**src/rtl/icache_pkg.sv**
```systemverilog
// Shared types and helpers for the direct-mapped instruction cache.
package icache_pkg;

    typedef enum logic [1:0] {
        IDLE    = 2'd0,
        MEM_REQ = 2'd1,
        REFILL  = 2'd2
    } icache_state_t;

    localparam int WORDS_PER_BLOCK = 4;
    localparam int BLOCK_BITS      = 128;
    localparam int OFFSET_BITS     = 2;

    // Select word[offset] from a 128-bit block (word n lives at bits [32n+31:32n]).
    function automatic logic [31:0] block_word(input logic [BLOCK_BITS-1:0]  blk,
                                               input logic [OFFSET_BITS-1:0] off);
        return blk[{off, 5'b0} +: 32];
    endfunction

endpackage

```
**src/rtl/icache_array.sv**
```systemverilog
// Valid/tag/data storage: one combinational read port, one write port.
// Only the valid bits are reset; tag and data contents are don't-care until valid.
module icache_array
    import icache_pkg::*;
#(
    parameter int INDEX_BITS = 3,
    parameter int TAG_BITS   = 32 - 4 - INDEX_BITS
) (
    input  logic                  clk,
    input  logic                  rst_n,
    input  logic [INDEX_BITS-1:0] rd_index,
    output logic                  rd_valid,
    output logic [TAG_BITS-1:0]   rd_tag,
    output logic [BLOCK_BITS-1:0] rd_block,
    input  logic                  wr_en,
    input  logic [INDEX_BITS-1:0] wr_index,
    input  logic [TAG_BITS-1:0]   wr_tag,
    input  logic [BLOCK_BITS-1:0] wr_block
);
    localparam int NUM_BLOCKS = 1 << INDEX_BITS;

    logic [NUM_BLOCKS-1:0]                 valid;
    logic [NUM_BLOCKS-1:0][TAG_BITS-1:0]   tags;
    logic [NUM_BLOCKS-1:0][BLOCK_BITS-1:0] data;

    // Valid bits: cleared by reset, set when a block is filled.
    always_ff @(posedge clk) begin
        if (!rst_n)
            valid <= '0;
        else if (wr_en)
            valid[wr_index] <= 1'b1;
    end

    // Tag and data storage: written on fill, never reset.
    always_ff @(posedge clk) begin
        if (wr_en) begin
            tags[wr_index] <= wr_tag;
            data[wr_index] <= wr_block;
        end
    end

    assign rd_valid = valid[rd_index];
    assign rd_tag   = tags[rd_index];
    assign rd_block = data[rd_index];

endmodule

```
**src/rtl/instruction_cache.sv**
```systemverilog
// Direct-mapped read-only instruction cache between fetch PC and instruction memory.
// Optional feature macro: ICACHE_PERF_CNT_EN adds HIT_COUNT / MISS_COUNT.
module instruction_cache
    import icache_pkg::*;
#(
    parameter int INDEX_BITS = 3
) (
    input  logic                  CLK,
    input  logic                  RESET,
    input  logic [31:0]           PC,
    output logic [31:0]           INSTRUCTION,
    output logic                  BUSY_WAIT,
    output logic                  MEM_READ,
    output logic [27:0]           MEM_ADDRESS,
    input  logic [BLOCK_BITS-1:0] MEM_READDATA,
    input  logic                  MEM_BUSYWAIT
`ifdef ICACHE_PERF_CNT_EN
    ,
    output logic [31:0]           HIT_COUNT,
    output logic [31:0]           MISS_COUNT
`endif
);
    localparam int TAG_BITS = 32 - 4 - INDEX_BITS;

    icache_state_t state, state_next;

    logic [INDEX_BITS-1:0]  index;
    logic [TAG_BITS-1:0]    tag;
    logic [OFFSET_BITS-1:0] offset;
    logic                   line_valid;
    logic [TAG_BITS-1:0]    line_tag;
    logic [BLOCK_BITS-1:0]  line_block;
    logic                   hit;
    logic                   busy;
    logic                   mem_rd;
    logic                   fill;

    assign offset = PC[3:2];
    assign index  = PC[4 +: INDEX_BITS];
    assign tag    = PC[31 -: TAG_BITS];

    icache_array #(
        .INDEX_BITS (INDEX_BITS),
        .TAG_BITS   (TAG_BITS)
    ) u_array (
        .clk      (CLK),
        .rst_n    (RESET),
        .rd_index (index),
        .rd_valid (line_valid),
        .rd_tag   (line_tag),
        .rd_block (line_block),
        .wr_en    (fill & RESET),
        .wr_index (index),
        .wr_tag   (tag),
        .wr_block (MEM_READDATA)
    );

    assign hit = line_valid && (line_tag == tag);

    // State register.
    always_ff @(posedge CLK) begin
        if (!RESET)
            state <= IDLE;
        else
            state <= state_next;
    end

    // Next-state and raw control outputs.
    always_comb begin
        state_next = state;
        busy       = 1'b0;
        mem_rd     = 1'b0;
        fill       = 1'b0;
        case (state)
            IDLE: begin
                if (!hit) begin
                    busy       = 1'b1;
                    state_next = MEM_REQ;
                end
            end
            MEM_REQ: begin
                busy   = 1'b1;
                mem_rd = 1'b1;
                if (!MEM_BUSYWAIT) begin
                    fill       = 1'b1;
                    state_next = REFILL;
                end
            end
            REFILL: begin
                busy       = 1'b1;
                state_next = IDLE;
            end
            default: state_next = IDLE;
        endcase
    end

    // Outputs are forced quiet while reset is held, which also aborts a refill at once.
    assign BUSY_WAIT   = RESET & busy;
    assign MEM_READ    = RESET & mem_rd;
    assign MEM_ADDRESS = MEM_READ ? PC[31:4] : 28'd0;
    assign INSTRUCTION = (RESET && !busy) ? block_word(line_block, offset) : 32'd0;

`ifdef ICACHE_PERF_CNT_EN
    // Hit/miss counters, both free-running and wrapping.
    always_ff @(posedge CLK) begin
        if (!RESET) begin
            HIT_COUNT  <= '0;
            MISS_COUNT <= '0;
        end else if (state == IDLE) begin
            if (hit)
                HIT_COUNT <= HIT_COUNT + 32'd1;
            else
                MISS_COUNT <= MISS_COUNT + 32'd1;
        end
    end
`endif

    // Fetch must hold PC while the cache is stalling it.
    pc_stable_a: assert property (@(posedge CLK)
        (RESET && $past(RESET) && $past(BUSY_WAIT)) |-> (PC == $past(PC)));

endmodule
```
**config.mk**
```make
export PLATFORM = sky130hd
export DESIGN_NAME = instruction_cache
export DESIGN_NICKNAME = d
export VERILOG_FILES = /design/src/rtl/icache_pkg.sv /design/src/rtl/icache_array.sv /design/src/rtl/instruction_cache.sv
export SDC_FILE = /design/constraint.sdc
export NUM_CORES = 1
export LEC_CHECK = 0
export ABC_AREA = 1
export CAP_MARGIN = 20
export CORE_AREA = 10 10 309 311
export DETAILED_ROUTE_END_ITERATION = 16
export DIE_AREA = 0 0 319 321
export PLACE_DENSITY = 0.81
export SYNTH_ARGS = -nofsm -noshare
export SYNTH_HDL_FRONTEND = slang
export SYNTH_SLANG_ARGS = --single-unit
```
**constraint.sdc**
```tcl
create_clock -name CLK -period 13 [get_ports CLK]
set_input_delay 1.95 -clock CLK [delete_from_list [all_inputs] [get_ports CLK]]
set_output_delay 1.95 -clock CLK [all_outputs]
set_load 0.02 [all_outputs]
```
## Word level (Yosys, flattened, before mapping)

Cells that the tools add are included.

| cells by class | value |
|---|---|
| add/sub/neg operators | 0 |
| multiply operators | 0 |
| div/mod/pow operators | 0 |
| magnitude comparators | 2 |
| eq/ne operators | 5 |
| shift operators | 1 |
| muxes and demuxes | 24 |
| bitwise gates (word level) | 4 |
| reductions and logical operators | 7 |

Operators by type and width:

| kind | number |
|---|---|
| 1024-bit bitwise mux | 1 |
| 128-bit binary-select mux with 3-bit select | 1 |
| 128-bit demux with 3-bit select | 1 |
| 128-bit 2-to-1 mux | 2 |
| 200-bit bitwise mux | 1 |
| 128-bit by 8-bit variable part select with 32-bit output | 1 |
| 25-bit binary-select mux with 3-bit select | 1 |
| 25-bit demux with 3-bit select | 1 |
| 25-bit 2-to-1 mux | 2 |
| 32-bit 2-to-1 mux | 1 |
| 28-bit 2-to-1 mux | 1 |
| 25-bit equality test | 1 |
| 8-bit OR | 1 |
| 1-bit 2-to-1 mux | 6 |
| 3-bit by 4-bit less-than comparator with 1-bit output (second input constant) | 1 |
| 2-bit 2-to-1 mux | 2 |
| 2-bit inequality test (second input constant) | 2 |
| 2-bit one-hot mux with 2 select lines | 1 |
| 1-bit AND | 3 |
| 1-bit binary-select mux with 3-bit select | 1 |
| 1-bit demux with 3-bit select | 1 |
| 3-bit by 1-bit greater-or-equal comparator with 1-bit output (second input constant) | 1 |
| 1-bit logical AND | 3 |
| 2-bit by 1-bit equality test with 1-bit output (second input constant) | 1 |
| 6 further kinds | 6 |

| storage, ports and cells | value |
|---|---|
| register bits after elaboration | 1,234 |
| latch bits | 0 |
| memory bits (writable) | 0 |
| memory bits (read-only) | 0 |
| bits of input ports | 163 |
| memories | 0 |

## Depth between registers and ports, before layout

Gate-level depths: netlist of run 1.

| depth | value |
|---|---|
| depth after elaboration | 9 |
| gate-level depth with buffers | 20 |

## Cells and area by module

Synthesis of run 1 repeated with hierarchy kept, for this count alone.

| unflattened totals | value |
|---|---|
| cell total of the unflattened synthesis | 5,820 |
| area, all modules | 55,734.7 sq um |

Modules (own cells, without submodules):

| module | times used | cells an instance | area an instance (sq um) |
|---|---|---|---|
| icache_array | 1 | 5,359 | 53,630.2 |
| instruction_cache | 1 | 461 | 2,104.5 |

## Worst setup path before layout of run 1

OpenSTA, ideal clock, no wires.

| path | value |
|---|---|
| path type | input -> register |
| from | in PC[6] |
| to | reg u_array.data[0] in the netlist's numbering, enable pin |
| library setup time | 0.855 ns |
| data arrival time | 13.363 ns |
| data required time | 12.145 ns |
| path slack | -1.218 ns |
| stages | 7 |
| buffers on the path | 4 |
| cells stage by stage | nor2_1 -> buf_2 -> buf_4 -> inv_2 -> clkbuf_1 -> clkbuf_1 -> nor3_1 |

RTL lines:

| element | line | RTL |
|---|---|---|
| from (decl) | instruction_cache.sv:10 | `input logic [31:0] PC,` |
| to (signal, indexed assignment) | icache_array.sv:38 | `data[wr_index] <= wr_block;` |
| to (decl) | icache_array.sv:24 | `logic [NUM_BLOCKS-1:0][BLOCK_BITS-1:0] data;` |

## Final worst setup path of run 1

| path | value |
|---|---|
| from | in PC[4] |
| to | out INSTRUCTION[30] |

| on the way | value |
|---|---|
| word-level cells in the longest chain between the ends | 9 |
| elaborated cells on any way between the ends | 14 |

Ends and longest elaborated chain:

| element | line | RTL |
|---|---|---|
| 25-bit binary-select mux with 3-bit select | icache_array.sv:43 | `assign rd_tag = tags[rd_index];` |
| 25-bit 2-to-1 mux (not written as such) | icache_array.sv:43 |  |
| 25-bit equality test | instruction_cache.sv:58 | `assign hit = line_valid && (line_tag == tag);` |
| 1-bit logical AND | instruction_cache.sv:58 |  |
| 1-bit 2-to-1 mux | instruction_cache.sv:76 | `if (!hit) begin` |
| 1-bit one-hot mux with 2 select lines | instruction_cache.sv:74 | `case (state)` |
| 1-bit logical NOT | instruction_cache.sv:101 | `assign INSTRUCTION = (RESET && !busy) ? block_word(line_block, offset) : 32'd0;` |
| 1-bit logical AND | instruction_cache.sv:101 |  |
| 32-bit 2-to-1 mux * | instruction_cache.sv:101 |  |
| to (decl) | instruction_cache.sv:11 | `output logic [31:0] INSTRUCTION,` |

Every way passes the cells marked *; elsewhere a longest branch is shown, timed or not. The select of a mux whose other input is x is not followed.

==> impl_metrics.tcl, run 1 <==
set metrics [dict create \
    yosys-top-cells-count "edfxtp_1 (1224), nor2_1 (571), nand2_1 (342)" \
    drt_iter0_drc 3967 \
    start_util_pct 53.5 \
    min_path_type "flip-flop to flip-flop" \
    cts_made_buffers 114 \
    cts_buffer_depth 3 \
    cts_sinks 1234 \
    cts_tree "done" \
    path_max_fanout 74 \
    ys_async_sr_fraction_pct 0 \
    finalPower_mw 8.42 \
    start_kind "input port" \
    dr.pass1.iters 5 \
    fp.dieW_um 319 \
    hold-path-cell-count 2 \
    fin_skew_ns 0.0467 \
    cts_hold_buf 0 \
    io_buffers 222 \
    clock.fmax_ghz 0.112 \
    yosysMostFrequentCell "edfxtp_1" \
    die-area_sq_mm 0.102 \
    stdcell_count 4973 \
    slowest_delay_ns 0.77 \
    syn_area_per_cell_sq_um 13.6 \
    clk_pin_slew_worst_paths_ns 0.06 \
    seq_area_frac_synth_pct 77.4 \
    routed_via_density 6.10 \
    yosysWarnings 0 \
    min_period_ns 8.93 \
    grt_max_degree 161 \
    timing.final.ws_setup_ns 4.07 \
    synth_top_area_share_pct 76.9 \
    grt_pass1_vias 29300 \
    period_share_pct 68.7 \
    root_buffer "clkbuf_16" \
    drc 0 \
    p_leak_nw 18.6 \
    post_cts_resized 0 \
    yosys.area.top_type "edfxtp_1" \
    coreArea_sq_mm 0.0893 \
    reg2regPathDepth 6 \
    grt-ovfl-total 0 \
    synth.distinct_cells 34 \
    worstSetupPathType "input port to output port" \
    final.setup.tns_ns 0 \
    r2r_slack_ns 8.90 \
    hp-start "u_array.valid[2]" \
    die_y_um 321 \
    reg2reg_to "u_array.data[1]" \
    pre_cts_slack_ns 4.17 \
    reg2reg_from "state[0]" \
    path_common_cell "nand2_1" \
    post_cts_buffers 0 \
    gp_congestion 0.851 \
    p_per_area_mw_per_mm2 153 \
    cp-end-kind "output port" \
    dp_hpwl_um 67300 \
    grt_usage_pct 23.4 \
    cp.required_ns 11.05 \
    maxSlewHeadroom_pct 11.4 \
    via_count 30300 \
    arrival_ns 6.98 \
    rows 110 \
    synth.area.top_cells "edfxtp_1 (77%), nor2_1 (4.5%), o22ai_1 (3.3%), nand2_1 (2.7%), inv_1 (1.9%)" \
    grt_pass1_wl_um 182000 \
    insertion_delay_ns 0.68 \
    worst_pin_slew_ns 1.31 \
    holdPathEnd "u_array.valid[2]" \
    dpl.cell_count 4747 \
    setup_violations 0 \
    syn_nets 3669 \
    drt-total-wl_um 125000 \
    slowest_stage "buf_4" \
    status "completed" \
    htreeDepth 3 \
    drive_gt1_share_pct 6.58 \
    synth_top_flop_cell "edfxtp_1" \
    ys_ff_latch 1234 \
    io_pins 225 \
    drt.antenna.violating_nets 0 \
    crit_chain "buf_6, buf_4, buf_4, nand2_1, nand3_1, nand2_1, nor2_1, nand2_1, nand2_1, nand2_1, nor2_1, nand3_1, o21bai_1, nand2_1, nand2_1, nand2_2, nor2_1, clkdlybuf4s50_1" \
    synth_edf_count 1224 \
    peakVddDrop_mv 0.122 \
    syn-instance-count 3502 \
    layout.nets 3854 \
    antenna_found_initial 29 \
    drv_slew 0 \
    maxCapViolCount 0 \
    hold_viol 0 \
    wl_per_cell_um 25.1 \
    syn_to_final_growth_pct 15.4 \
    synth_area_sq_mm 0.0478 \
    rsz0062_at_grt "no" \
]
==> through the flow <==
step	hold slack [ns]	instance area, sq um	util (%)
2_1_floorplan	0.433	47800	-
4_1_cts	0.475	55100	61.7
3_5_place_dp	0.461	51100	57.2
5_1_grt	0.504	55100	61.7
3_3_place_gp	0.444	51100	57.2
6_report	0.472	55100	61.7
==> worst max-delay path by stage <==
| stage | cells past startpoint | start | slack, ns | end |
|---|---|---|---|---|
| 2_1_floorplan | 7 | PC[6] | -1.22 | u_array.data[0] |
| 3_3_place_gp | 18 | PC[4] | 4.26 | INSTRUCTION[30] |
| 3_5_place_dp | 18 | PC[4] | 4.17 | INSTRUCTION[30] |
| 4_1_cts | 18 | PC[4] | 4.13 | INSTRUCTION[30] |
| 5_1_grt | 18 | PC[4] | 3.70 | INSTRUCTION[30] |
| 6_report | 18 | PC[4] | 4.07 | INSTRUCTION[30] |
==> power breakdown <==
| part | leakage (nW) | total (mW) | internal [mW] | switching (mW) |
|---|---|---|---|---|
| combinational | 5.62 | 0.530 | 0.166 | 0.365 |
| sequential | 11.1 | 4.41 | 4.40 | 0.00683 |
| clock | 1.90 | 3.48 | 2.01 | 1.47 |
| total | 18.6 | 8.42 | 6.58 | 1.85 |
==> logic make-up (layout without fill, tap and decap cells) <==
| logic type | Yosys count | after routing | synth area share (%) |
|---|---|---|---|
| and+or+nand+nor | 1172 | 1172 | 9.94 |
| other | 0 | 13 | 0 |
| DFF | 1234 | 1234 | 77.4 |
| buffers and inverters | 448 | 730 | 3.82 |
| adders and majority gates | 4 | 4 | 0.105 |
| AOI/OAI and AO/OA | 644 | 644 | 8.77 |
==> critical path: cells and delay by family <==
family                 cells  cell delay (ns)
and+or+nand+nor           13             2.20
buffers and inverters      4             2.54
AOI/OAI and AO/OA          1             0.15
==> routing by layer <==
metal | vias to the layer above | wire [um] | share of wire [%] | global-route usage (%)
met5 | - | 152 | 0.12 | 0
met4 | 24 | 4720 | 3.8 | 9.22
met3 | 313 | 13600 | 11 | 5.81
met2 | 1909 | 61000 | 49 | 38.9
met1 | 14700 | 45500 | 36 | 29.4
li1 | 13300 | - | - | -
==> sequential cells by signal, indices dropped and copies added, names as in the netlist <==
| name | flops |
|---|---|
| u_array.data | 1024 |
| state | 2 |
| u_array.valid | 8 |
| u_array.tags | 200 |
==> area by class of cell <==
cell class                 count  area [sq um]
antenna                       13          32.5
tap                         1176          1470
inverter                     247           957
sequential                  1234         37000
multi-input combinational   1820          9070
clock buffer                 132          2940
fill                        6159         34200
timing repair buffer         270          2680
clock inverter                81          1010
==> cell usage in the layout, fill, tap and decap left out, types with 6 or more instances in the layout <==
cell type	instances
bufinv_16	19
o21ai_1	13
dfxtp_1	10
clkbuf_16	115
clkinv_1	25
o311ai_0	57
inv_1	238
nand3_1	130
clkbuf_1	17
o21ai_0	161
buf_4	42
diode_2	13
o211ai_1	118
clkdlybuf4s50_1	220
clkinv_2	20
edfxtp_1	1224
nor2_1	569
clkinvlp_4	9
nand2_1	342
buf_12	6
nor3_1	107
a32oi_1	27
o22ai_1	249
Power figures use the tool's default switching activity.
==> run 2: changes to the inputs <==
Settings changed: CORE_AREA 10 10 309 311 to 10 10 306 308, DIE_AREA 0 0 319 321 to 0 0 316 318, PLACE_DENSITY 0.81 to 0.79.
Clock period 13 ns to 8.75 ns, I/O delays scaled along.
==> run 2 against run 1 <==
Compared with the run above: wire length down 0.23%; critical path depth down 8; clock-buffer cell count down 9; utilization up 0.88 points; global-route usage up 0.60 points; register-to-register slack worse by 3.8 ns; design area down 0.43%; worst hold slack about the same; critical path type unchanged; largest cell class unchanged; largest power group unchanged.
==> impl_metrics.tcl, run 2 (synthesis results as in run 1) <==
set metrics [dict create \
    dp_hpwl_um 68600 \
    drv_slew 0 \
    via_count 30400 \
    grt_pass1_vias 29600 \
    dr.pass1.iters 5 \
    post-route-util_pct 62.6 \
    p_per_area_mw_per_mm2 221 \
    syn_to_final_growth_pct 14.9 \
    clock.fmax_ghz 0.142 \
    cp-end-kind "output port" \
    hold_viol 0 \
    min_period_ns 7.02 \
    filler_cell_count 6061 \
    grt_usage_pct 24.0 \
    maxCapViolCount 0 \
    arrival_ns 5.71 \
    clkPwrFrac_pct 39.3 \
    drt.antenna.violating_nets 0 \
    grt-ovfl-total 0 \
    root_buffer "clkbuf_16" \
    drt_iter0_drc 3857 \
    wl_met2_um 61700 \
    fp.dieW_um 316 \
    insertion_delay_ns 0.71 \
    cts_hold_buf 0 \
    slowest_delay_ns 0.88 \
    fin_area_sq_mm 0.0549 \
    pwr-share-comb_pct 6.6 \
    antenna_found_initial 18 \
    switching_power_mw 2.71 \
    post_cts_buffers 0 \
    crit_chain "clkdlybuf4s50_1, nor2_2, buf_4, inv_8, buf_12, nor2_1, o311ai_0, a32oi_1, nor2_1, clkdlybuf4s50_1" \
    die-area_sq_mm 0.100 \
    seqCellArea_sq_mm 0.0370 \
    largest_register_ff_count 1024 \
    p_int_mw 9.40 \
    finalHoldWorstSlack_ns 0.472 \
    final_common_cell "edfxtp_1" \
    p_seq_share_pct 54.1 \
    slowest_stage "o311ai_0" \
    setup_violations 0 \
    rsz0062_at_grt "no" \
    cts_buffer_depth 3 \
    layout.nets 3863 \
    drt-met1-wl_um 45500 \
    grt_max_degree 155 \
    die_y_um 318 \
    gp_congestion 0.833 \
    io_buffers 222 \
    start_util_pct 54.5 \
    start_kind "input port" \
    p_leak_nw 18.5 \
    min_path_type "flip-flop to flip-flop" \
    drive_gt1_share_pct 6.61 \
    period_share_pct 80.3 \
    htreeDepth 3 \
    rows 109 \
    grt_pass1_wl_um 182000 \
    peakVddDrop_mv 0.224 \
    coreArea_sq_mm 0.0877 \
    cts_sinks 1234 \
    fin_skew_ns 0.0661 \
    wl_met3_um 13500 \
    drt-total-wl_um 125000 \
    top_layer "met5" \
    routed_via_density 6.12 \
    cts_made_buffers 113 \
    multi_input_area_sq_mm 0.00908 \
    maxSlewHeadroom_pct 8.02 \
    io_pins 225 \
    placed_area_sq_mm 0.0513 \
    path_max_fanout 100 \
    wl_per_cell_um 25.1 \
    swShare_pct 22.4 \
    post_cts_resized 0 \
    final_cell_mix "edfxtp_1 (1224), nor2_1 (569), nand2_1 (342), o22ai_1 (249), inv_1 (238)" \
    drc 0 \
    worstSetupPathType "input port to output port" \
    reg_top3 "u_array.data x1024, u_array.tags x200, u_array.valid x8" \
    cts_tree "done" \
    status "completed" \
    clk_pin_slew_worst_paths_ns 0.06 \
    cp.required_ns 7.44 \
    top_register "u_array.data" \
    worst_pin_slew_ns 1.38 \
]
## run 2: cell count changes in the layout (fill, tap and decap cells not counted), sizes merged, moves of 2 or more
cell | before | now
buf | 50 | 58
bufinv | 19 | 8
clkbuf | 132 | 123
clkdlybuf4s18 | 0 | 2
clkinv | 51 | 62
diode | 13 | 11
## run 2: critical path, delay by kind of cell
kind	cells	cell delay, ns
buf+inv	5	2.66
compound gates	2	1.26
simple gates	3	0.36
## run 2: metrics by stage
stage               TNS [ns]  power, mW  setup slack [ns]  cells
CTS                        0       12.1              1.73   4949
global placement           0       7.43              1.76   4744
floorplan           -1486.04       7.08             -4.83   3502
detailed placement         0       7.45              1.75   4746
finish                     0       12.1              1.73   4960
global route               0       12.4              1.51   4952
## run 2: layer usage
layer,track usage (%),vias to the layer above
li1,-,13300
met1,30.6,14800
met2,40.0,1926
met3,5.21,289
met4,8.70,18
met5,0,-
## run 2: path summary, 6_finish.rpt
| path | endpoint | slack, ns | start | cells past startpoint |
|---|---|---|---|---|
| hold / removal | u_array.valid[7] | 0.47 | u_array.valid[7] | 2 |
| setup reg to reg | u_array.data[859] | 5.13 | state[0] | 5 |
| setup / recovery | INSTRUCTION[3] | 1.73 | PC[6] | 10 |
| hold reg to reg | u_array.valid[7] | 0.47 | u_array.valid[7] | 2 |
## run 2: area by class of cell
type                            instances  share of cell area (%)
Multi-Input combinational cell       1820                    16.6
Clock buffer                          123                    5.22
Timing Repair Buffer                  280                    5.10
Sequential cell                      1234                    67.3
Clock inverter                         80                    1.34
Tap cell                             1165                    2.66
Inverter                              247                    1.74
Antenna cell                           11                  0.0502
## run 2: power groups by stage
stage / logic, mW / clock network (mW) / registers [mW]
detailed placement: 0.780 / 0 / 6.67
finish: 0.798 / 4.76 / 6.55
CTS: 0.787 / 4.79 / 6.55
global route: 0.853 / 5.02 / 6.55
global placement: 0.763 / 0 / 6.67
floorplan: 0.399 / 0 / 6.68
